[src/rtl/if_id_queue_pkg.sv]
// Shared CPU constants and the queue entry type for the fetch/decode boundary.
package if_id_queue_pkg;

    localparam int INSTR_W = 16;
    localparam int ADDR_W  = 16;

    localparam logic [3:0] HLT_OPC = 4'b1111;
    localparam logic [3:0] JAL_OPC = 4'b1101;

    localparam logic [INSTR_W-1:0] BUBBLE_INSTR_DEF = 16'h0000;

    typedef struct packed {
        logic [INSTR_W-1:0] instr;
        logic [ADDR_W-1:0]  pc;
    } entry_t;

endpackage

[src/rtl/if_id_fifo_mem.sv]
// DEPTH x {instr, pc} register array: one synchronous write port, asynchronous head read.
module if_id_fifo_mem
    import if_id_queue_pkg::*;
#(
    parameter int DEPTH = 2,
    parameter int AW    = $clog2(DEPTH)
) (
    input  logic          clk,
    input  logic          we,
    input  logic [AW-1:0] waddr,
    input  entry_t        wdata,
    input  logic [AW-1:0] raddr,
    output entry_t        rdata
);

    entry_t mem [DEPTH];

    always_ff @(posedge clk) begin
        if (we) begin
            mem[waddr] <= wdata;
        end
    end

    assign rdata = mem[raddr];

endmodule

[src/rtl/if_id_queue.sv]
// IF/ID decoupling FIFO between fetch and decode, with flush and halt intake freeze.
// Optional perf counters (stall_cnt, flush_cnt) under IF_ID_QUEUE_PERF_EN.
module if_id_queue
    import if_id_queue_pkg::*;
#(
    parameter int                 DEPTH        = 2,
    parameter logic [INSTR_W-1:0] BUBBLE_INSTR = BUBBLE_INSTR_DEF
) (
    input  logic               clk,
    input  logic               rst_n,
    input  logic [INSTR_W-1:0] in_instr,
    input  logic [ADDR_W-1:0]  in_pc,
    input  logic               in_valid,
    output logic               if_ready,
    input  logic               flush,
    input  logic               stall,
    output logic [INSTR_W-1:0] id_instr,
    output logic [ADDR_W-1:0]  id_pc1,
    output logic               id_valid,
`ifdef IF_ID_QUEUE_PERF_EN
    output logic [15:0]        stall_cnt,
    output logic [15:0]        flush_cnt,
`endif
    output logic               hlt_seen
);

    localparam int AW = $clog2(DEPTH);
    localparam int CW = AW + 1;

    logic [AW-1:0] wr_ptr, rd_ptr;
    logic [CW-1:0] count;
    logic          hlt_q;
    logic          enq, deq;
    entry_t        head;

    // Handshake: a word transfers on an edge where in_valid && if_ready (upstream side)
    // or id_valid && !stall (downstream side); flush cancels both transfers that cycle.
    assign if_ready = (count < CW'(DEPTH)) && !hlt_q;
    assign id_valid = (count != '0);
    assign enq      = in_valid && if_ready && !flush;
    assign deq      = id_valid && !stall && !flush;
    assign hlt_seen = hlt_q;

    if_id_fifo_mem #(.DEPTH(DEPTH), .AW(AW)) u_mem (
        .clk   (clk),
        .we    (enq && rst_n),
        .waddr (wr_ptr),
        .wdata ('{instr: in_instr, pc: in_pc}),
        .raddr (rd_ptr),
        .rdata (head)
    );

    always_ff @(posedge clk) begin
        if (!rst_n || flush) begin
            wr_ptr <= '0;
            rd_ptr <= '0;
            count  <= '0;
            hlt_q  <= 1'b0;
        end else begin
            if (enq) begin
                wr_ptr <= wr_ptr + AW'(1);
                if (in_instr[15:12] == HLT_OPC) begin
                    hlt_q <= 1'b1;
                end
            end
            if (deq) begin
                rd_ptr <= rd_ptr + AW'(1);
            end
            if (enq && !deq) begin
                count <= count + CW'(1);
            end else if (!enq && deq) begin
                count <= count - CW'(1);
            end
        end
    end

    // Empty queue reads as pc 0 so id_pc1 is a defined 16'h0001 rather than stale storage.
    assign id_instr = id_valid ? head.instr : BUBBLE_INSTR;
    assign id_pc1   = (id_valid ? head.pc : '0) + ADDR_W'(1);

`ifdef IF_ID_QUEUE_PERF_EN
    always_ff @(posedge clk) begin
        if (!rst_n) begin
            stall_cnt <= '0;
            flush_cnt <= '0;
        end else begin
            if (id_valid && stall && stall_cnt != 16'hFFFF) begin
                stall_cnt <= stall_cnt + 16'd1;
            end
            if (flush && flush_cnt != 16'hFFFF) begin
                flush_cnt <= flush_cnt + 16'd1;
            end
        end
    end
`endif

endmodule
[config.mk]
export PLATFORM = sky130hd
export DESIGN_NAME = if_id_queue
export DESIGN_NICKNAME = d
export VERILOG_FILES = /design/src/rtl/if_id_queue_pkg.sv /design/src/rtl/if_id_fifo_mem.sv /design/src/rtl/if_id_queue.sv
export SDC_FILE = /design/constraint.sdc
export NUM_CORES = 1
export LEC_CHECK = 0
export ABC_AREA = 1
export BUFFER_PORTS_ARGS = -buffer_cell sky130_fd_sc_hd__buf_2
export CORE_UTILIZATION = 35
export CTS_CLUSTER_DIAMETER = 100
export DETAILED_ROUTE_END_ITERATION = 8
export PLACE_DENSITY_LB_ADDON = 0.05
export SLEW_MARGIN = 30
export SYNTH_ARGS = -nofsm -noshare
export SYNTH_HDL_FRONTEND = slang
export SYNTH_SLANG_ARGS = --single-unit
[constraint.sdc]
create_clock -name clk -period 5.1 [get_ports clk]
set_input_delay 1.275 -clock clk [delete_from_list [all_inputs] [get_ports clk]]
set_output_delay 1.275 -clock clk [all_outputs]
set_load 0.01 [all_outputs]
# --- Word-level counts from Yosys, hierarchy flattened ---
# Memory sizes are Yosys's and may differ from the RTL's. A register that Yosys moved wholly into a read port is not among the register bits.
# Cells that the tools add are included.
totals:
  ff_bits: 5
  ram_bits: 64
  in_bits: 37
  out_inout_bits: 35
  word_cells: 38
  n_memories: 1
op_classes:
  add_sub_neg: 5
  n_lt_le_gt_ge: 1
  n_eq_ne: 1
  n_mux: 8
  n_reduce_logical: 18
mem_list:
  columns: ["memory", "words", "width", "read_ports", "rd_ports_with_merged_regs", "wr", "line", "text"]
  rows:
  - ["u_mem.mem", 2, 32, 1, 1, 1, "if_id_fifo_mem.sv:16", "entry_t mem [DEPTH];"]
ops:
  columns: ["op", "count"]
  rows:
  - ["$mux 16", 2]
  - ["$add 16x1->16 const B", 1]
  - ["$logic_and 1x1->1", 8]
  - ["$logic_not 1->1", 6]
  - ["$eq 4x4->1 const B", 1]
  - ["$mux 1", 4]
  - ["$mux 2", 2]
  - ["$reduce_bool 2->1", 2]
  - ["$add 1x1->1 const B", 2]
  - ["$add 2x1->2 const B", 1]
  - ["$lt 2x2->1 const B", 1]
  - ["$reduce_and 2->1", 1]
  - ["$sub 2x1->2 const B", 1]
  - ["$logic_or 1x1->1", 1]

# --- Logic depth before layout (Yosys ltp) ---
logic_depth:
  ltp_word: 8
  ltp_mapped: 12
  mapped_depth_nobuf: 10

# --- Hierarchy ---
# A second synthesis with hierarchy kept.
unflattened:
  hier_cells: 354
  hier_area_um2: 3425.8
by_module_without_submodules:
  columns: ["module", "instances", "cells_per_inst", "area_per_inst_um2", "seq_area_each_um2"]
  rows:
  - ["if_id_fifo_mem", 1, 172, 2428.6, 1921.8]
  - ["if_id_queue", 1, 182, 997.2, 100.1]

# --- Worst setup path before layout ---
# Ideal clock, no wire load.
synth_timing:
  path_kind: "input port to flip-flop"
  start: "input port rst_n"
  end: "memory u_mem.mem[0][0] (netlist bit) (enable)"
  setup_time_ns: 0.461
  arrival_time_ns: 3.753
  required_time_ns: 4.639
  setup_slack_ns: 0.886
  path_stages: 4
  path_buffers: 0
  path_cell_list: "inv_1 > nor2_1 > inv_1 > nor3_1"
synth_between:
  elab_chain_len: 3
synth_lines:
  columns: ["element", "line", "text"]
  rows:
  - ["start, declared", "if_id_queue.sv:10", "input logic rst_n,"]
  - ["$logic_and 1x1->1", "if_id_queue.sv:46", ".we (enq && rst_n),"]
  - ["$mux 1", "if_id_fifo_mem.sv:19", "if (we) begin"]
  - ["$mux 1 (not written as such)", "if_id_fifo_mem.sv:20", "mem[waddr] <= wdata;"]
  - ["end, declared", "if_id_fifo_mem.sv:16", null]
# No other way between the ends.

==> summary.md <==
| Metric | Value |
|---|---|
| Seq cells post-synth | `70` |
| TNS Setup | `0 ns` |
| Number of global-route vias before repair | `around 2.3k` |
| Floorplan die width | `99.4 um` |
| Worst Setup Path Type | `reg -> out` |
| Final #Nets | `437` |
| Placed wire-length estimate | `4750 um` |
| Final Hold Fails | `0` |
| Post-CTS Resized | `0` |
| Cell with the largest stage delay on the worst path | `dfxtp_1` |
| Hold buffers post-CTS | `0` |
| Router iterations before antenna repair | `4` |
| Period Utilization, post-route | `0.713` |
| CTS Sinks | `70` |
| Routed Antenna Nets | `0` |
| Port bufs | `71` |
| Share of cells above drive strength 1 | `0.314` |
| Cells after synthesis | `323` |
| Crit end category | `output port` |
| Worst VDD drop | `126 uV` |
| Sequential-to-total area share from yosys stat | `0.615` |
| Area of the die | `9870 sq um` |
| Cell with the most instances on the worst path | `nand2_1` |
| Die Y-Extent | `roughly 100 um` |
| Clk_lat worst skew | `about 0.34 ns` |
| Vias per Instance | `4.56` |
| Max cap viols | `0` |
| Starting density of the core | `0.361` |
| Routed WL | `6950 um` |
| Synth unique cells | `30` |
| Outcome | `finished, final reports clean` |
| CP bufs+invs | `2` |
| Placer congestion estimate | `between 0.8 and 0.9` |
| Post-Syn Area per Cell | `10.3 sq um` |
| Via count | `2346` |
| RSZ-0062 raised after global routing | `false` |
| Io pins | `72` |
| Commonest non-fill, non-tap cells in the layout | `nand2_1 (99), buf_2 (71), edfxtp_1 (64)` |
| Area Overhead vs Synth | `20.6%` |
| First-pass GRT wire length | `11600 um` |
| Final Hold Slack | `0.479 ns` |
| Initial antenna violation count | `0` |
| Setup violations, final | `0` |
| Worst-margin pin slew | `0.743 ns` |
| Syn nets | `361` |
| Residual DRC | `0` |
| Inserted Clock Buffers | `9` |
| Minimum clock period | `3.63 ns` |
| CP max stage delay | `0.80 ns` |
| GR Overflow Total | `0` |
| Global Route Usage Sum | `0.157` |
| Max_slew headroom | `0.504` |
| Largest net degree at the start of global routing | `32` |
| ANT cells | `0` |
| Yosys warnings | `0` |
| Mapped cell area | `between 3000 and 4000 sq um` |
| Commonest non-fill, non-tap cell in the layout | `nand2_1` |
| Setup bufs post-CTS | `0` |
| Worst EP arrival | `2.36 ns` |
| H-tree depth | `3` |
| CTS tree | `done` |
| Leakage | `between 1.5 and 2 nW` |
| Worst Path Required | `3.83 ns` |
| Num rows | `35` |
| 1st-iter DRT viols | `97` |
| Tightest Hold Check Type | `reg -> reg` |
| Core area | `9200 sq um` |
| PwrDens | `between 300 and 400 nW/um^2` |
| Startpoint type of the worst setup path | `flop` |
| Critical-path cell list | `inv_6 > nand2_4 > nand3_2 > nor2_1 > nand2_1 > nor2_1 > nand2_1 > nand2_1 > nand2_1 > buf_2` |
| Worst-path clk slew | `approximately 0.07 ns` |
| Critical Path Fanout Max | `31` |
| Slew Limit Fails | `0` |
| Layout Skew | `0.00958 ns` |
| CP delay by family, top | `simple AND/OR/NAND/NOR gates` |
| Max clock buf depth | `2` |
| Clk root buf | `clkbuf_8` |
| Avg WL per Cell | `13.5 um` |
| F_max | `275 MHz` |
-- path summary, 6_finish.rpt --
check	from	to	slack, ns	depth (start not counted)
max	flop	id_pc1[9]	1.47	10
min	rd_ptr	flop	0.48	2
max reg2reg	count[1]	count[1]	3.05	8
min reg2reg	rd_ptr	flop	0.48	2
-- worst reg2reg max path: stages, from the launching register on --
cell,delay (ns)
dfxtp_1,0.34
nor2_4,0.51
inv_8,0.18
nand2_1,0.18
ha_1,0.27
a21oi_1,0.11
o21ai_0,0.12
o21ai_0,0.17
a21oi_1,0.05
-- power breakdown --
group	switching, mW	internal [mW]
sequential	0.00382	0.638
clock	0.204	0.324
combinational	0.0622	0.0344
total	0.270	0.996
-- per-stage QoR --
| stage | util | setup WS (ns) | instance area, sq um | cells | total power [mW] |
|---|---|---|---|---|---|
| after global placement | 0.409 | 1.84 | 3760 | 499 | 0.753 |
| final | 0.435 | 1.47 | 4000 | 515 | 1.27 |
| after detailed placement | 0.409 | 1.79 | 3760 | 499 | 0.753 |
| after floorplan | - | 0.886 | 3320 | 323 | 0.713 |
| after global routing | 0.435 | 1.13 | 4000 | 515 | 1.32 |
| after CTS | 0.435 | 1.41 | 4000 | 515 | 1.29 |
-- sequential cells by signal (all words and copies together) (netlist names), named ones only --
register   count
u_mem.mem     64
count          2
hlt_seen       1
rd_ptr         1
wr_ptr         1
-- Yosys cell counts --
| master | number | area [sq um] |
|---|---|---|
| nand3_1 | 12 | 60.1 |
| nor3_1 | 3 | 15.0 |
| buf_8 | 2 | 30.0 |
| o21ai_0 | 6 | 30.0 |
| nand2_2 | 8 | 50.1 |
| clkinv_1 | 1 | 3.75 |
| ha_1 | 1 | 12.5 |
| buf_6 | 3 | 33.8 |
| nand3_2 | 4 | 40.0 |
| inv_6 | 1 | 8.76 |
| edfxtp_1 | 64 | 1920 |
| nor2_4 | 6 | 67.6 |
| inv_2 | 3 | 11.3 |
| nor2_1 | 24 | 90.1 |
| xnor2_1 | 3 | 26.3 |
| xor2_1 | 2 | 17.5 |
| a31oi_1 | 1 | 6.26 |
| o21ai_2 | 1 | 8.76 |
| dfxtp_1 | 6 | 120 |
| nor2_2 | 5 | 31.3 |
| clkbuf_1 | 1 | 3.75 |
| inv_8 | 1 | 11.3 |
| inv_1 | 27 | 101 |
| and3_1 | 1 | 6.26 |
| nand2_1 | 99 | 372 |
| nand2_4 | 6 | 67.6 |
| buf_2 | 4 | 20.0 |
| nand4_1 | 3 | 18.8 |
| a21oi_1 | 24 | 120 |
| nand4_2 | 1 | 12.5 |
-- layout make-up --
class	count	area (sq um)
fillers	915	5190
flip-flops and latches	70	2040
multi-input cells	210	1060
repair buffers	75	385
well taps	111	139
inverters	33	136
clock buffers	10	128
clock inverters	6	110
-- per-layer routing --
| metal | GRT usage | wire length [um] | vias to the layer above |
|---|---|---|---|
| met5 | 0 | 0 | - |
| met4 | 0.0713 | 136 | 0 |
| met3 | 0.0316 | 294 | 10 |
| met2 | 0.259 | 3210 | 64 |
| met1 | 0.199 | 3300 | 1050 |
| li1 | - | - | 1222 |
-- kinds of logic after synthesis --
group	Yosys count	share of synthesized area
DFF	70	0.615
and+or+nand+nor	172	0.250
xor gates and xnor gates	5	0.0132
adders and majority gates	1	0.00377
AOI/OAI and AO/OA	32	0.0498
buffers and inverters	43	0.0675
Power figures use the tool's default switching activity.
